[src/rtl/uart_tx_arbiter.sv]
// uart_tx_arbiter
// Shares one byte-wide UART transmitter between NREQ requesters.
// Arbitration is round-robin and happens once per packet. The current owner
// keeps the transmitter until it sends a byte flagged last, or until a forced
// release. A forced release is caused by an idle owner in LOAD, or by a
// transmitter that never raises busy. Every output is driven from a register.

module uart_tx_arbiter #(
  parameter int NREQ    = 2,     // number of requesters, 2..4
  parameter int DATA_W  = 8,     // byte width
  parameter int TIMEOUT = 1023,  // idle LOAD cycles tolerated before forced release
  parameter int CNT_W   = 10     // timeout counter width, must be able to hold TIMEOUT
) (
  input  logic                     clk_clk,
  input  logic                     reset_reset_n,
  input  logic [NREQ-1:0]          req_valid,
  input  logic [NREQ*DATA_W-1:0]   req_data,
  input  logic [NREQ-1:0]          req_last,
  output logic [NREQ-1:0]          req_ready,
  output logic [NREQ-1:0]          grant,
  output logic [DATA_W-1:0]        tx_data,
  output logic                     tx_start,
  input  logic                     tx_busy,
  input  logic                     clr_err,
  output logic                     timeout_err,
  output logic [3:0]               status
);

  typedef enum logic [1:0] {
    ST_IDLE = 2'd0,
    ST_LOAD = 2'd1,
    ST_SEND = 2'd2,
    ST_WAIT = 2'd3
  } state_e;

  // Owner and pointer indices are always 2 bits wide, which covers up to 4 requesters.
  // The same 2 bits are reported on status[3:2].
  localparam logic [1:0]       PTR_RST   = 2'(NREQ - 1);
  localparam logic [CNT_W-1:0] TIMEOUT_C = CNT_W'(TIMEOUT);
  localparam logic [1:0]       SEND_MAX  = 2'd3;  // last SEND cycle in which busy may rise

  state_e              state_q;
  logic [NREQ-1:0]     grant_q;
  logic [NREQ-1:0]     req_ready_q;
  logic [1:0]          owner_q;
  logic [1:0]          ptr_q;
  logic [DATA_W-1:0]   tx_data_q;
  logic                tx_start_q;
  logic                last_q;
  logic [CNT_W-1:0]    cnt_q;
  logic [1:0]          send_cnt_q;
  logic                timeout_err_q;
  logic                sticky_q;
  logic                lock_q;

  // Request inputs are padded out to four entries.
  // This lets a 2-bit owner index select an entry safely for any NREQ.
  logic [3:0]          valid_pad;
  logic [3:0]          last_pad;
  logic [DATA_W-1:0]   data_arr [4];

  generate
    for (genvar gi = 0; gi < 4; gi++) begin : g_pad
      if (gi < NREQ) begin : g_used
        assign valid_pad[gi] = req_valid[gi];
        assign last_pad[gi]  = req_last[gi];
        assign data_arr[gi]  = req_data[gi*DATA_W +: DATA_W];
      end else begin : g_unused
        assign valid_pad[gi] = 1'b0;
        assign last_pad[gi]  = 1'b0;
        assign data_arr[gi]  = '0;
      end
    end
  endgenerate

  logic                owner_valid;
  logic                owner_last;
  logic [DATA_W-1:0]   owner_data;

  assign owner_valid = valid_pad[owner_q];
  assign owner_last  = last_pad[owner_q];
  assign owner_data  = data_arr[owner_q];

  logic                win_found;
  logic [1:0]          win_idx;
  logic [2:0]          cand;

  // Round-robin search: take the first valid requester after the pointer, wrapping round.
  always_comb begin
    win_found = 1'b0;
    win_idx   = '0;
    cand      = '0;
    for (int k = 1; k <= NREQ; k++) begin
      cand = {1'b0, ptr_q} + 3'(k);
      if (cand >= 3'(NREQ)) begin
        cand = cand - 3'(NREQ);
      end
      if (!win_found && valid_pad[cand[1:0]]) begin
        win_found = 1'b1;
        win_idx   = cand[1:0];
      end
    end
  end

  // Packet-lock FSM. All outputs are updated here, so every output is registered.
  always_ff @(posedge clk_clk or negedge reset_reset_n) begin
    if (!reset_reset_n) begin
      state_q       <= ST_IDLE;
      grant_q       <= '0;
      req_ready_q   <= '0;
      owner_q       <= '0;
      ptr_q         <= PTR_RST;
      tx_data_q     <= '0;
      tx_start_q    <= 1'b0;
      last_q        <= 1'b0;
      cnt_q         <= '0;
      send_cnt_q    <= '0;
      timeout_err_q <= 1'b0;
      sticky_q      <= 1'b0;
      lock_q        <= 1'b0;
    end else begin
      tx_start_q    <= 1'b0;
      timeout_err_q <= 1'b0;
      // A forced release later in this block sets sticky_q again.
      // That later assignment wins, so a set in the same cycle as a clear takes priority.
      if (clr_err) begin
        sticky_q <= 1'b0;
      end

      case (state_q)
        ST_IDLE: begin
          if (win_found) begin
            grant_q     <= NREQ'(1) << win_idx;
            req_ready_q <= NREQ'(1) << win_idx;
            owner_q     <= win_idx;
            cnt_q       <= '0;
            lock_q      <= 1'b1;
            state_q     <= ST_LOAD;
          end
        end

        ST_LOAD: begin
          if (owner_valid) begin
            tx_data_q   <= owner_data;
            last_q      <= owner_last;
            cnt_q       <= '0;
            send_cnt_q  <= '0;
            tx_start_q  <= 1'b1;
            req_ready_q <= '0;
            state_q     <= ST_SEND;
          end else if (cnt_q == TIMEOUT_C) begin
            // The owner went quiet mid-packet: force a release and flag it.
            timeout_err_q <= 1'b1;
            sticky_q      <= 1'b1;
            grant_q       <= '0;
            req_ready_q   <= '0;
            ptr_q         <= owner_q;
            owner_q       <= '0;
            lock_q        <= 1'b0;
            state_q       <= ST_IDLE;
          end else if (cnt_q != '1) begin
            cnt_q <= cnt_q + 1'b1;
          end
        end

        ST_SEND: begin
          if (tx_busy) begin
            state_q <= ST_WAIT;
          end else if (send_cnt_q == SEND_MAX) begin
            // The transmitter never acknowledged the start pulse: treat it as a failed handshake.
            timeout_err_q <= 1'b1;
            sticky_q      <= 1'b1;
            grant_q       <= '0;
            req_ready_q   <= '0;
            ptr_q         <= owner_q;
            owner_q       <= '0;
            lock_q        <= 1'b0;
            state_q       <= ST_IDLE;
          end else begin
            send_cnt_q <= send_cnt_q + 1'b1;
          end
        end

        ST_WAIT: begin
          if (!tx_busy) begin
            if (last_q) begin
              grant_q <= '0;
              ptr_q   <= owner_q;
              owner_q <= '0;
              lock_q  <= 1'b0;
              state_q <= ST_IDLE;
            end else begin
              req_ready_q <= grant_q;
              cnt_q       <= '0;
              state_q     <= ST_LOAD;
            end
          end
        end

        default: begin
          state_q <= ST_IDLE;
        end
      endcase
    end
  end

  assign grant       = grant_q;
  assign req_ready   = req_ready_q;
  assign tx_data     = tx_data_q;
  assign tx_start    = tx_start_q;
  assign timeout_err = timeout_err_q;
  assign status      = {owner_q, sticky_q, lock_q};

endmodule

[config.mk]
export PLATFORM = sky130hd
export DESIGN_NAME = uart_tx_arbiter
export DESIGN_NICKNAME = d
export VERILOG_FILES = /design/src/rtl/uart_tx_arbiter.sv
export SDC_FILE = /design/constraint.sdc
export NUM_CORES = 1
export LEC_CHECK = 0
export CORE_MARGIN = 8
export CORE_UTILIZATION = 45
export CTS_CLUSTER_SIZE = 25
export DETAILED_ROUTE_END_ITERATION = 10
export HOLD_SLACK_MARGIN = 0.05
export PLACE_DENSITY = 0.72
export SETUP_SLACK_MARGIN = 0.3
export SYNTH_ARGS = -nofsm -noshare
export SYNTH_HDL_FRONTEND = slang
export SYNTH_SLANG_ARGS = --single-unit
export TNS_END_PERCENT = 100
[constraint.sdc]
create_clock -name clk_clk -period 2.62 [get_ports clk_clk]
set_clock_uncertainty 0.05 [all_clocks]
set_input_delay 0.393 -clock clk_clk [delete_from_list [all_inputs] [get_ports clk_clk]]
set_output_delay 0.393 -clock clk_clk [all_outputs]
set_load 0.03 [all_outputs]
==> metrics.cfg <==
[outcome]
outcome = finished, final reports clean

[critical_path]
cp-end-kind = flip-flop
cp_top_family = simple AND/OR/NAND/NOR gates
crit_path_start_kind = flip-flop
cpMaxStageDelayCell = dfrtp_1
cp.buffers_inverters = 1
path_cells = inv_1 -> ha_1 -> o21ai_0 -> nand2_1 -> nor2_1 -> and3_1 -> mux2_1
worstPathArrival_ns = 2.24
worstPathRequired_ns = 2.74
cpPeakStageDelay_ns = 0.37
crit_fanout = 12
criticalPathCategory = flip-flop to flip-flop

[cts]
numCtsBuffers = 5
cts_hold_buf = 0
clk_pin_slew_ns = 0.08
cts_resized = 0
cts_tree = built
worstSkewPairLatency_ns = 0.28
postCtsSetupBuffers = 0
cts-root-buf = clkbuf_8
cts.sinks = 35
clk_path_buf_depth = 2
htree_levels = 2

[routing]
drc_errors = 0
drtIter0Drc = 125
wl_per_cell_um = 14.94
drt_wl_total_mm = 4.333
via_count = 1565
dr.pass1.iters = 4
ant_nets = 0
vias_per_cell = 5.397

[pwr]
leakage_nw = 1.078
ir_worst_vdd_mv = 0.5858
p_sw_frac = 0.4150
power_density_mw_per_mm2 = 1045
intPower_mw = 1.525
seqPwrFrac = 0.307
switchingPower_mw = 1.082
power_frac_clock = 0.163
combPwrFrac = 0.530
power.total_mw = 2.607

[timing]
hold_viol = 0
fmaxAchievable_mhz = 470.8
tightest_slew_ns = 0.5176
setup_viol = 0
relSlewSlack = 0.6526
slew_violations = 0
grt_setup_unrepaired = false
finalCriticalPeriod_ns = 2.124
fin_tns_setup_ns = 0
post-route-period-util = 0.8107

[placed_design]
postPlaceCellArea_sq_mm = 0.002395
place_hpwl_mm = 3.283
gp_congestion = 0.8057
portBuffers = 41

[synthesis]
yosys.area.top_type_share = 0.4407
async_reset_ff_frac = 1.000
seq_area_frac_synth = 0.4543
syn_area_sq_mm = 0.001931
ys.warnings.count = 0
synth-edff-count = 0
synth.most_common_cell = dfrtp_1
syn_inst = 193
yosys-top-cells-area = dfrtp_1 (44%), mux2i_1 (6.2%), ha_1 (4.5%)
synthDistinctLibCells = 43
yosysTopAreaCell = dfrtp_1
syn-num-nets = 224
avgSynthCellArea_sq_um = 10.00
synth-seq-cells = 35
netlist_top_cells_count = dfrtp_1 (34), nor2_1 (21), a21oi_1 (15)
synth_top_flop_cell = dfrtp_1

[cells_and_area]
drive_above_1_share = 0.08824
final_cell_area_sq_mm = 0.002495
syn_to_final_growth_pct = 29.23
final_nets = 268
diodes = 0

[global_routing]
grt_pass1_wl_mm = 7.624
grt_pass1_vias = 1646
antenna_found_initial = 0
grt.overflow.total = 0
grt_max_degree = 36
gr-usage-all-layers = 0.1468

[die]
dieArea_sq_mm = 0.006642
io_pins = 42
die_x_um = 81.50
die_h_um = 81.50
rows = 24
coreArea_sq_mm = 0.004234
start_util = 0.4560

[min_path]
hp-class = flip-flop to flip-flop

[job]
cap_violations = 0

final cells by class:
cell class                 instances  area (sq um)
fill                             388          1739
multi-input combinational        146         997.2
sequential                        35         877.1
timing repair buffer              45         440.4
clock buffer                       8         100.1
tap                               52         65.06
inverter                           4         15.01
routing by layer:
layer	part of all wire	vias to the layer above	GRT usage
met4	0.012	0	0.06071
met3	0.060	5	0.05033
li1	-	781	-
met1	0.47	746	0.1834
met2	0.46	33	0.2267
met5	0	-	0
layout by cell type (no fill, tap or decap), types with 3 or more instances in the layout:
cell	Yosys	final
buf_4	2	4
nand3_1	10	10
dfrtp_1	34	34
a21oi_1	15	15
nor2_1	21	21
nand2_1	14	14
clkbuf_8	0	7
inv_1	4	4
o21ai_0	5	5
nor2b_1	4	4
nand4_1	3	3
clkdlybuf4s50_1	0	41
and3_1	5	5
o21ai_1	10	10
o21a_1	3	3
mux2_1	7	7
mux2i_1	12	12
ha_1	7	7
power groups by stage:
stage	sequential, mW	combinational, mW	clock (mW)
detailed placement	0.815	1.39	0
floorplan	0.982	0.771	0
finish	0.801	1.38	0.425
CTS	0.804	1.39	0.438
global placement	0.804	1.37	0
global route	0.824	1.51	0.466
cells by family after synthesis:
group | Yosys count | share of synthesized area
buffers and inverters | 12 | 0.02916
DFF | 35 | 0.4543
AOI/OAI and AO/OA | 49 | 0.1692
adders and majority gates | 7 | 0.04536
and+or+nand+nor | 70 | 0.1912
muxes | 20 | 0.1108
worst register-to-register path, cell delays in order (launching register included):
cell	delay [ns]
dfrtp_1	0.37
inv_1	0.09
ha_1	0.36
o21ai_0	0.21
nand2_1	0.12
nor2_1	0.14
and3_1	0.31
mux2_1	0.35
final timing paths:
kind | start | to | slack, ns | depth (start not counted)
max | state_q[0] | owner_q[0] | 0.50 | 7
min | req_ready[0] | req_ready[0] | 0.44 | 1
max reg2reg | state_q[0] | owner_q[0] | 0.50 | 7
min reg2reg | req_ready[0] | req_ready[0] | 0.44 | 1
max in group asynchronous | reset_reset_n | ptr_q[0] | 1.70 | 2
min in group asynchronous | reset_reset_n | req_ready[1] | 0.47 | 2
registers in the layout, indices dropped and copies added, names as in the netlist, 2 cells and up:
signal / count
send_cnt_q: 2
req_ready: 2
owner_q: 2
ptr_q: 2
grant: 2
tx_data: 8
state_q: 2
cnt_q: 10
per-stage QoR:
| stage | std cells | util | hold slack [ns] | setup WS (ns) |
|---|---|---|---|---|
| detailed placement | 282 | 0.5656 | 0.4296 | 0.2760 |
| floorplan | 193 | - | 0.04741 | 0.6445 |
| CTS | 290 | 0.5892 | 0.4474 | 0.5055 |
| finish | 290 | 0.5892 | 0.4433 | 0.4961 |
| global route | 290 | 0.5892 | 0.4662 | 0.3121 |
| global placement | 282 | 0.5656 | 0.4213 | 0.3216 |
No activity file was read; power rests on OpenSTA's default activity.
